[config.mk]
export PLATFORM = sky130hd
export DESIGN_NAME = aer_rate_encoder_rr
export DESIGN_NICKNAME = d
export VERILOG_FILES = /design/src/rtl/aer_rate_encoder_rr.sv
export SDC_FILE = /design/constraint.sdc
export NUM_CORES = 1
export LEC_CHECK = 0
export CORE_MARGIN = 5
export CORE_UTILIZATION = 50
export DETAILED_ROUTE_END_ITERATION = 8
export DONT_BUFFER_PORTS = 1
export GPL_TIMING_DRIVEN = 0
export PLACE_DENSITY = 0.65
export REMOVE_ABC_BUFFERS = 1
export SLEW_MARGIN = 30
export SYNTH_ARGS = -nofsm -noshare
export SYNTH_HDL_FRONTEND = slang
export SYNTH_SLANG_ARGS = --single-unit
[constraint.sdc]
create_clock -name clk -period 7.9 [get_ports clk]
set_clock_uncertainty 0.15 [all_clocks]
set_input_delay 0.79 -clock clk [delete_from_list [all_inputs] [get_ports clk]]
set_output_delay 0.79 -clock clk [all_outputs]
set_load 0.02 [all_outputs]
[src/rtl/aer_rate_encoder_rr.sv]
// Rate-coded AER encoder: per-channel integrate-and-overflow spike generation with
// round-robin arbitration of pending spikes onto a single valid/ready address bus.
module aer_rate_encoder_rr #(
  parameter int unsigned NUM_CH      = 4,
  parameter int unsigned PIXEL_WIDTH = 8,
  parameter int unsigned ADDR_W      = 2,
  parameter int unsigned THRESH      = 256,
  parameter int unsigned DROP_W      = 16
) (
  input  logic                          clk,
  input  logic                          rst_n,
  input  logic                          enable,
  input  logic [NUM_CH*PIXEL_WIDTH-1:0] pixels,
  output logic [NUM_CH-1:0]             spike_out,
  output logic [ADDR_W-1:0]             aer_addr,
  output logic                          aer_valid,
  input  logic                          aer_ready,
  output logic [NUM_CH-1:0]             pending,
  output logic [DROP_W-1:0]             drop_count
);

  localparam int unsigned ACC_W = PIXEL_WIDTH + 1;
  localparam int unsigned SUM_W = PIXEL_WIDTH + 2;
  localparam int unsigned CNT_W = DROP_W + 1;

  logic [NUM_CH-1:0][ACC_W-1:0] acc_q, acc_d;
  logic [NUM_CH-1:0]            spike_q, spike_d;
  logic [NUM_CH-1:0]            pending_q, pending_d;
  logic [ADDR_W-1:0]            aer_addr_q, aer_addr_d;
  logic                         aer_valid_q, aer_valid_d;
  logic [ADDR_W-1:0]            last_grant_q, last_grant_d;
  logic [DROP_W-1:0]            drop_q, drop_d;

  logic                         slot_free;
  logic                         grant_vld;
  logic [ADDR_W-1:0]            grant_idx;
  logic [NUM_CH-1:0]            grant_oh;
  logic [NUM_CH-1:0]            rot;
  logic [SUM_W-1:0]             sum;
  logic [CNT_W-1:0]             n_drop;
  logic [CNT_W-1:0]             drop_sum;

  // Arbitration on registered pending, then accumulate/spike/drop accounting.
  always_comb begin
    slot_free    = !aer_valid_q || aer_ready;
    grant_vld    = 1'b0;
    grant_idx    = '0;
    grant_oh     = '0;
    sum          = '0;
    n_drop       = '0;
    acc_d        = acc_q;
    spike_d      = '0;
    pending_d    = pending_q;
    aer_addr_d   = aer_addr_q;
    aer_valid_d  = aer_valid_q;
    last_grant_d = last_grant_q;

    // Rotate so bit 0 is the channel just after the last grant; lowest set bit wins.
    rot = NUM_CH'({pending_q, pending_q} >> (32'(last_grant_q) + 32'd1));
    for (int i = int'(NUM_CH) - 1; i >= 0; i--) begin
      if (rot[i]) begin
        grant_vld = 1'b1;
        grant_idx = ADDR_W'((int'(last_grant_q) + 1 + i) % int'(NUM_CH));
      end
    end

    if (slot_free) begin
      if (grant_vld) begin
        grant_oh     = NUM_CH'(1) << grant_idx;
        aer_addr_d   = grant_idx;
        aer_valid_d  = 1'b1;
        last_grant_d = grant_idx;
      end else begin
        aer_valid_d  = 1'b0;
      end
    end
    pending_d = pending_q & ~grant_oh;

    for (int i = 0; i < int'(NUM_CH); i++) begin
      sum      = SUM_W'(acc_q[i]) + SUM_W'(pixels[i*PIXEL_WIDTH +: PIXEL_WIDTH]);
      acc_d[i] = '0;
      if (enable) begin
        if (sum >= SUM_W'(THRESH)) begin
          acc_d[i]     = ACC_W'(sum - SUM_W'(THRESH));
          spike_d[i]   = 1'b1;
          pending_d[i] = 1'b1;
          if (pending_q[i] && !grant_oh[i]) begin
            n_drop = n_drop + CNT_W'(1);
          end
        end else begin
          acc_d[i] = ACC_W'(sum);
        end
      end
    end

    drop_sum = {1'b0, drop_q} + n_drop;
    drop_d   = drop_sum[DROP_W] ? '1 : drop_sum[DROP_W-1:0];
  end

  always_ff @(posedge clk or negedge rst_n) begin
    if (!rst_n) begin
      acc_q        <= '0;
      spike_q      <= '0;
      pending_q    <= '0;
      aer_addr_q   <= '0;
      aer_valid_q  <= 1'b0;
      last_grant_q <= ADDR_W'(NUM_CH - 1);
      drop_q       <= '0;
    end else begin
      acc_q        <= acc_d;
      spike_q      <= spike_d;
      pending_q    <= pending_d;
      aer_addr_q   <= aer_addr_d;
      aer_valid_q  <= aer_valid_d;
      last_grant_q <= last_grant_d;
      drop_q       <= drop_d;
    end
  end

  assign spike_out  = spike_q;
  assign aer_addr   = aer_addr_q;
  assign aer_valid  = aer_valid_q;
  assign pending    = pending_q;
  assign drop_count = drop_q;

endmodule

==> flow_summary.json <==
{
  "grt_pass1_vias": 3064,
  "syn_to_final_growth_pct": 7.80,
  "synth_cell_types": 57,
  "critical_path_required_ns": 8.02,
  "h-tree-depth": 3,
  "place_area_um2": 4190,
  "r2r_slack_ns": 1.89,
  "layout_commonest_cell": "dfrtp_1",
  "cts_resized": 0,
  "synthArstFlopShare": 1.00,
  "fmax_ghz": 0.163,
  "syn_area_um2": 4090,
  "synth_seq_cells": 65,
  "place_inst": 516,
  "tightest_slew_ns": 0.482,
  "num_vias": 2998,
  "finalSetupViolCount": 0,
  "yosys_most_used_dff": "dfrtp_1",
  "numPortBuffers": 0,
  "cts_setup_buffers": 0,
  "io_pins": 63,
  "clk_pin_slew_ns": 0.09,
  "relSlewSlack": 0.676,
  "finalHoldViolCount": 0,
  "worst_skew_pair.late_latency_ns": 0.35,
  "layout_common_cells": "dfrtp_1, ha_1, nand2_1",
  "track_usage": 0.177,
  "cts-root-buf": "clkbuf_8",
  "whs_ns": 0.130,
  "die_w_um": 100,
  "grt_max_degree": 64,
  "rr_worst_depth": 29,
  "antenna_found_initial": 0,
  "gp_congestion": 0.786,
  "cts.sinks": 65,
  "wl_um": 8160,
  "rsz0062_at_grt": "no",
  "crit_fanout": 13,
  "post-route-period-util": 0.775,
  "netlist_top_cells_area": "dfrtp_1, ha_1, nand2_1",
  "postRouteAntennaNets": 0,
  "overflow": 0,
  "antenna_cells": 0,
  "via_per_inst": 5.62,
  "instances_no_fill": 533,
  "clock_path_buffers": 2,
  "slowest_delay_ns": 0.60,
  "p_per_area_nw_per_um2": 301,
  "syn_inst": 418,
  "grt_pass1_wl_um": 14000,
  "worstPathArrival_ns": 6.25,
  "drt_first_pass_iters": 4,
  "cts_tree": "done",
  "dpl.hpwl_um": 5850,
  "drt_iter0_markers": 97,
  "outcome": "complete, no violations",
  "wl_per_cell_um": 15.3,
  "drcViolationCount": 0,
  "fin_tns_setup_ns": 0,
  "cellLeakagePower_uw": 0.00216,
  "fp.dieH_um": 100,
  "synth_enable_flop_cells": 0,
  "synth.avg_cell_area_um2": 9.79,
  "numCtsBuffers": 9,
  "dieArea_um2": 10100,
  "start_util": 0.505,
  "synth_top_area_cell": "dfrtp_1",
  "fin_crit_ns": 6.13,
  "cp_slowest_cell": "or3_1",
  "drv_slew": 0,
  "drive_gt1_frac": 0.0701,
  "critPathKind": "in2reg",
  "fillers": 760,
  "final_area_um2": 4410,
  "ir_drop_mv": 0.150,
  "nets": 503,
  "rows": 33,
  "netlist.area_leader.share": 0.385,
  "core_area_um2": 8090,
  "cp-start-kind": "input pin",
  "crit_top_cell": "ha_1",
  "cap_violations": 0,
  "synth_seq_area_share": 0.398,
  "synth_warnings": 0,
  "cp-end-kind": "flip-flop",
  "hp-class": "in2async"
}
-- layout make-up --
class | count | area (um2) | area share
Sequential cell | 65 | 1630 | 0.369
Clock buffer | 9 | 124 | 0.0281
Tap cell | 105 | 131 | 0.0298
Inverter | 19 | 71.3 | 0.0162
Multi-Input combinational cell | 327 | 2350 | 0.534
Timing Repair Buffer | 1 | 27.5 | 0.00624
Clock inverter | 7 | 71.3 | 0.0162
-- metrics by stage --
step / setup slack [ns] / power, uW / utilization
2_1_floorplan: 2.09 / 935 / -
3_3_place_gp: 1.56 / 1020 / 0.517
3_5_place_dp: 1.44 / 1040 / 0.517
4_1_cts: 1.79 / 1340 / 0.545
5_1_grt: 1.20 / 1440 / 0.545
6_report: 1.77 / 1330 / 0.545
-- layer usage --
metal  wire length [um]  GRT usage  share of wire
met1               3770      0.221           0.46
met2               3860      0.291           0.47
met3                424     0.0563          0.052
met4                115     0.0570          0.014
met5                  0          0              0
-- worst max-delay path: cells and delay by family --
family	cells	cell delay, ns
simple gates	11	2.01
fa+ha+maj	6	1.77
compound gates	8	1.40
buf+inv	3	0.18
mux	1	0.07
-- state kept, by name (all words and copies together), names as in the netlist --
register and flops:
pending 4, acc_q 36, drop_count 16, spike_out 4, aer_addr 2, last_grant_q 2
aer_valid 1
-- where the power goes --
group / internal [uW] / switching [uW] / total (uW)
clock network: 145 / 141 / 286
registers: 421 / 112 / 533
logic: 237 / 270 / 506
-- worst paths after layout --
kind / start / to
setup / recovery: pixels[0] / drop_count[2]
hold / removal: rst_n / last_grant_q[1]
setup reg to reg: acc_q[0] / drop_count[2]
hold reg to reg: last_grant_q[0] / last_grant_q[0]
max in group asynchronous: rst_n / acc_q[35]
min in group clk: last_grant_q[0] / last_grant_q[0]
-- Yosys cell counts, types with 3 or more instances --
cell type,n
a211o_1,4
a211oi_1,7
a21boi_1,3
a21o_1,11
a21oi_1,15
a31oi_1,6
and2_1,20
and3_1,4
and3b_1,4
clkbuf_1,5
dfrtp_1,63
fa_1,5
ha_1,39
inv_1,19
nand2_1,34
nand2b_1,10
nand3_1,8
nand4_1,4
nand4b_1,3
nor2_1,33
nor2b_1,12
nor3_1,9
nor3b_1,3
o21a_1,6
o21ai_0,13
o21ai_1,9
o21bai_1,4
or2_2,3
or3_1,4
xnor2_1,11
xor2_1,11
-- kinds of logic after synthesis --
group / after synthesis / share of synthesized area
adder cells (fa/ha/maj): 44 / 0.144
multiplexers: 4 / 0.0104
AO/OA/AOI/OAI: 93 / 0.159
buffers and inverters: 26 / 0.0260
flip-flops: 65 / 0.398
AND/OR/NAND/NOR: 164 / 0.215
XOR/XNOR: 22 / 0.0471
-- repair_timing --
item,CTS,global route
hold buffers,1,0
setup endpoints to repair,0,0
endpoints found under the hold margin,63,0
(Power assumes the default switching activity.)
==> RTL edit 1: new RTL, config.mk and constraints unchanged <==
Register the output `drop_count` once more; this adds one clock of latency there. The other outputs are not delayed to match.
--- a/src/rtl/aer_rate_encoder_rr.sv
+++ b/src/rtl/aer_rate_encoder_rr.sv
@@ -121,7 +121,9 @@
   assign aer_addr   = aer_addr_q;
   assign aer_valid  = aer_valid_q;
   assign pending    = pending_q;
-  assign drop_count = drop_q;
+  always_ff @(posedge clk) begin
+    drop_count <= drop_q;
+  end
 
 endmodule
 
Behaviour: not the same (a bounded check fails within 4 cycles, from zero or initial values and one cycle with rst_n low).
==> RTL edit 1 against the original RTL <==
  * Count of clock-buffer cells in the layout increased by 3
  * Combinational power increased by 0.8%
  * Sequential cell count increased by 16
  * Routed wire length decreased by 0.34%
  * Total power increased by 9.2%
  * Final cell count increased by 3.2%
  * Cell area increased by 8.3%
  * Area after synthesis increased by 8.9%
  * Critical path depth decreased by 1
  * Global-route usage decreased by 2.0 points
  * Setup slack got worse by 0.22 ns
  * Largest power group unchanged
==> RTL edit 1: results (changes against the original RTL) <==
Status
The run finished with clean final reports.

Power and ir drop
The clock network power consumption is 307 uW (+7.3%). The worst ir drop on vdd is 113 uV (-24%). The switching power came to 536 uW (+2.6%). The power in combinational cells was 510 uW (+0.8%).

The leakage power figure was 2.29 nW (+6.0%). The power density over cell area is 303 mW/mm^2 (+0.79%).

Placement
The cell area reported after detailed placement came to 0.00454 sq mm (+8.5%). The post-DP HPWL is 5.83 mm (-0.45%). The placer congestion estimate is 0.845 (+7.5%).

Routing
The aggregate routed wire length is 8.13 mm (-0.34%). The met3 routed wirelength is 496 um (+17%). The met2 wirelength from detailed routing came to 3.74 mm (-2.9%). The violation count after the first detailed-route iteration is 90 (-7.2%). The number of vias per cell is 5.61 (-0.28%). The met1 wire length is 3.78 mm (+0.35%).

Timing
The transition time at the pin with the least slew margin is 0.517 ns (+0.0352 ns).

CTS
The clock insertion delay at the later pin of the skew report is 0.35 ns (about the same). The number of gates given a new drive strength after cts is 0 (unchanged). The count of hold buffers inserted by post-cts repair is 1 (unchanged). After clock tree synthesis, the clock-pin slew on the worst setup and hold paths is 0.08 ns. The number of buffers added by the clock tree synthesis step is 9 (unchanged).

Yosys
By area the synthesized netlist is led by sky130_fd_sc_hd__dfrtp_1 35%, sky130_fd_sc_hd__ha_1 11%, sky130_fd_sc_hd__dfxtp_1 7.2%. The count of unique library cells instantiated by Yosys is 63 (+11%). The part of the Yosys area used for sequential elements is 43.8% (+3.9 points). In the synthesized netlist, the cells that appear most often are 63 x sky130_fd_sc_hd__dfrtp_1, 39 x sky130_fd_sc_hd__ha_1, 34 x sky130_fd_sc_hd__nand2_1.

The fraction of synthesis flops using an asynchronous set or reset pin came to 80.2% (-20 points).

Worst setup path
The slack of the worst reg-to-reg path is 1.64 ns (-0.25 ns). The data arrival at the endpoint of the critical path is 6.45 ns (+0.20 ns). The depth of the worst register-to-register path is 28 (-3.4%). The startpoint identified for the worst register-to-register timing path is acc_q[0]. The cell type group with the largest total delay on the critical path is simple AND/OR/NAND/NOR gates. The end point of the critical path is drop_q[2]. The startpoint of the most critical setup path is pixels[0].

Global routing
The initial antenna violation count was 0 (unchanged). The global router's overall resource usage came to 15.7% (-2.0 points). The first-pass GRT wire length is 14.4 mm (+2.7%). The via count of the first global-routing pass is 3151 (+2.8%). The met1 routing resource usage after global routing is 20.0% (-2.1 points).

The largest net degree at the start of global routing is 64 (unchanged). The global-route track usage on met2 is 24.8% (-4.3 points). The met3 global-route usage is 5.90% (+0.27 points).

Final layout
The layout cell share with drive strength beyond 1 is 9.50% (+2.5 points). The post-layout net count came to 517 (+2.8%). The number of fill cells in the layout is 779 (+2.5%).

Worst hold path
The worst hold path belongs to the class input port to asynchronous set/reset pin.
[RTL edit 1: area by class of cell]
cell class	instances	share of cell area (%)
multi-input cells	327	50.1
clock buffers	12	3.72
clock inverters	4	0.629
repair buffers	1	0.576
flip-flops and latches	81	40.8
well taps	108	2.83
inverters	17	1.34
[RTL edit 1: through the flow]
stage | setup slack (ns) | hold slack [ns] | util [%] | std cells
2_1_floorplan | 1.92 | 0.203 | - | 425
3_3_place_gp | 1.31 | 0.227 | 52.1 | 533
3_5_place_dp | 1.23 | 0.221 | 52.1 | 533
4_1_cts | 1.54 | 0.102 | 54.8 | 550
5_1_grt | 1.01 | 0.0952 | 54.8 | 550
6_report | 1.56 | 0.130 | 54.8 | 550
[RTL edit 1: kinds of logic after synthesis]
family                     Yosys count  share of synthesized area (%)
and+or+nand+nor                    163                           19.7
DFF                                 81                           43.8
muxes                                4                           1.07
adders and majority gates           44                           13.2
buffers and inverters               24                           2.53
xor gates and xnor gates            22                           4.33
AOI/OAI and AO/OA                   94                           15.4
==> RTL edit 2: new RTL, same settings <==
Made on the original files. The parameter `DROP_W` goes from 16 to 12.
--- a/src/rtl/aer_rate_encoder_rr.sv
+++ b/src/rtl/aer_rate_encoder_rr.sv
@@ -5,7 +5,7 @@
   parameter int unsigned PIXEL_WIDTH = 8,
   parameter int unsigned ADDR_W      = 2,
   parameter int unsigned THRESH      = 256,
-  parameter int unsigned DROP_W      = 16
+  parameter int unsigned DROP_W      = 12
 ) (
   input  logic                          clk,
   input  logic                          rst_n,
Interface: changed (resized drop_count); port bits go from 63 to 59. The function was not compared with the original's and may differ.
==> RTL edit 2 against the original RTL <==
  * Setup slack gained 0.50 ns
  * Hold slack improved by 0.021 ns
  * Final cell count shrank 4.3%
  * Area after synthesis shrank 6.2%
  * Routed wire length shrank 5.6%
  * Sequential cell count fell by 4
  * Register-to-register slack gained 0.51 ns
  * Global-route usage down 0.40 points
  * Utilization up 0.25 points
  * Fmax increased by 8.9%
  * Synthesized cell count shrank 5.3%
  * Total power is 1.9% lower
  * Cell area shrank 5.6%
  * Largest cell class unchanged
==> RTL edit 2: results (changes against the original RTL) <==
Worst setup path
The maximum net fanout on the critical path was 3 (-10). Among cell families on the critical path, the largest total delay comes from compound AO/OA/AOI/OAI gates. The critical path is of the input port to flip-flop type. The data arrival at the endpoint of the critical path is 5.69 ns (-0.56 ns). The delay of the slowest critical-path stage is 0.42 ns (-0.18 ns). On the critical path, the stage with the largest delay is an instance of sky130_fd_sc_hd__fa_1.

Power and ir drop
The worst ir drop on vdd is 107 uV (-29%). The leakage power figure came to 1.97 nW (-9.0%).

Global routing
The global router's overall resource usage is 17.3% (-0.40 points). The initial antenna violation count is 0 (unchanged). The first-pass GRT wire length is 13.5 mm (-3.7%).

The via count of the first global-routing pass was 2843 (-7.2%). The largest net degree at the start of global routing is 60 (-6.3%).

Yosys
Ranked by instance count, the synthesized netlist is headed by 59 x sky130_fd_sc_hd__dfrtp_1, 39 x sky130_fd_sc_hd__ha_1, 36 x sky130_fd_sc_hd__nor2_1. The part of the Yosys area used for sequential elements is 39.9% (+0.041 points). The synthesized instance count is 396 (-5.3%).

The count of unique library cells instantiated by Yosys was 56 (-1.8%). The fraction of synthesis flops using an asynchronous set or reset pin is 100% (unchanged). The Yosys warning count was 0 (unchanged). In the post-synthesis netlist, the biggest area contributors are sky130_fd_sc_hd__dfrtp_1 38%, sky130_fd_sc_hd__ha_1 13%, sky130_fd_sc_hd__a21oi_1 3.5%.

Placement
The post-place setup slack is 1.97 ns (+0.529 ns). The post-DP HPWL is 5.54 mm (-5.4%). The cell area reported after detailed placement is 0.00394 sq mm (-5.8%). The instance count after placement with tap cells included is 493 (-4.5%). The number of port buffers was 0 (unchanged). The placer congestion estimate is 0.820 (+4.3%).

Routing
The number of iterations in the first detailed-routing pass is 4 (unchanged). The per-cell routed wire length is 15.1 um (-1.3%). The number of vias per cell is 5.56 (-1.1%). The violation count after the first detailed-route iteration is 76 (-22%).

Timing
The final worst hold slack was 0.151 ns (+0.0211 ns). The normalized max-slew margin was 64.5% (-3.0 points).

Worst hold path
The class of the tightest hold or removal check is input port to asynchronous set/reset pin.

CTS
The number of buffers added by the clock tree synthesis step is 9 (unchanged). The post-CTS setup buffer count was 0 (unchanged). The clock-pin slew on the worst setup and hold paths is 0.07 ns (-0.02 ns). The H-tree depth reported by CTS is 3 (unchanged). The clock insertion delay at the later pin of the skew report is 0.33 ns (-0.02 ns). The clock tree root buffer cell is sky130_fd_sc_hd__clkbuf_8.

The maximum buffer depth of the clock tree was 2 (unchanged).

Final layout
acc_q holds more flip-flops than any other register. The post-layout net count is 483 (-4.0%). The final cell count without fillers is 510 (-4.3%). The number of fill cells in the layout is 711 (-6.4%). The antenna diode count came to 0 (unchanged). The number of flip-flops in the largest register is 36 (unchanged).

The layout cell share with drive strength beyond 1 is 7.35% (+0.34 points).

Status
The flow ran to the end, and the final reports show no timing, DRC or antenna violations.

Flow run
The total of max-cap violations is 0 (unchanged).
[RTL edit 2: final cells by class]
class	count	area [sq um]	area share, %
repair buffers	1	27.5	0.661
flip-flops and latches	61	1530	36.7
clock inverters	4	47.5	1.14
inverters	18	67.6	1.62
multi-input cells	312	2220	53.3
well taps	102	128	3.06
clock buffers	12	145	3.49
[RTL edit 2: kinds of logic (layout without fill, tap and decap cells)]
kind of cell | count (synthesis) | count (layout) | share of synthesized area [%]
AND/OR/NAND/NOR | 139 | 139 | 19.1
AO/OA/AOI/OAI | 105 | 105 | 17.8
flip-flops | 61 | 61 | 39.9
adder cells (fa/ha/maj) | 44 | 44 | 15.3
buffers and inverters | 23 | 35 | 2.25
XOR/XNOR | 19 | 19 | 4.34
multiplexers | 5 | 5 | 1.34
[RTL edit 2: routing by layer]
metal  vias up  GRT usage (%)  part of all wire (%)
met3        11           5.17                   4.6
met2        51           27.0                    46
met1      1353           22.9                    48
met4         0           5.86                   1.5
li1       1422              -                     -
met5         -              0                     0
[RTL edit 2: where the power goes]
group          switching [mW]  internal, mW
clock                   0.119         0.154
sequential              0.113         0.402
combinational           0.281         0.231
total                   0.513         0.787
[RTL edit 2: path summary, 6_finish.rpt]
path	startpoint	endpoint	slack (ns)	cells past startpoint
setup / recovery	pixels[0]	drop_count[11]	2.27	24
hold / removal	rst_n	last_grant_q[0]	0.15	0
setup reg to reg	acc_q[0]	drop_count[11]	2.40	24
hold reg to reg	last_grant_q[1]	last_grant_q[1]	0.36	2
max in group asynchronous	rst_n	acc_q[25]	7.17	1
min in group clk	last_grant_q[1]	last_grant_q[1]	0.36	2
[RTL edit 2: repair_timing]
action | in CTS | in global routing
hold buffers | 1 | 0
gates resized for setup | 0 | 0
endpoints found under the setup margin | 0 | 0
endpoints found under the hold margin | 59 | 0
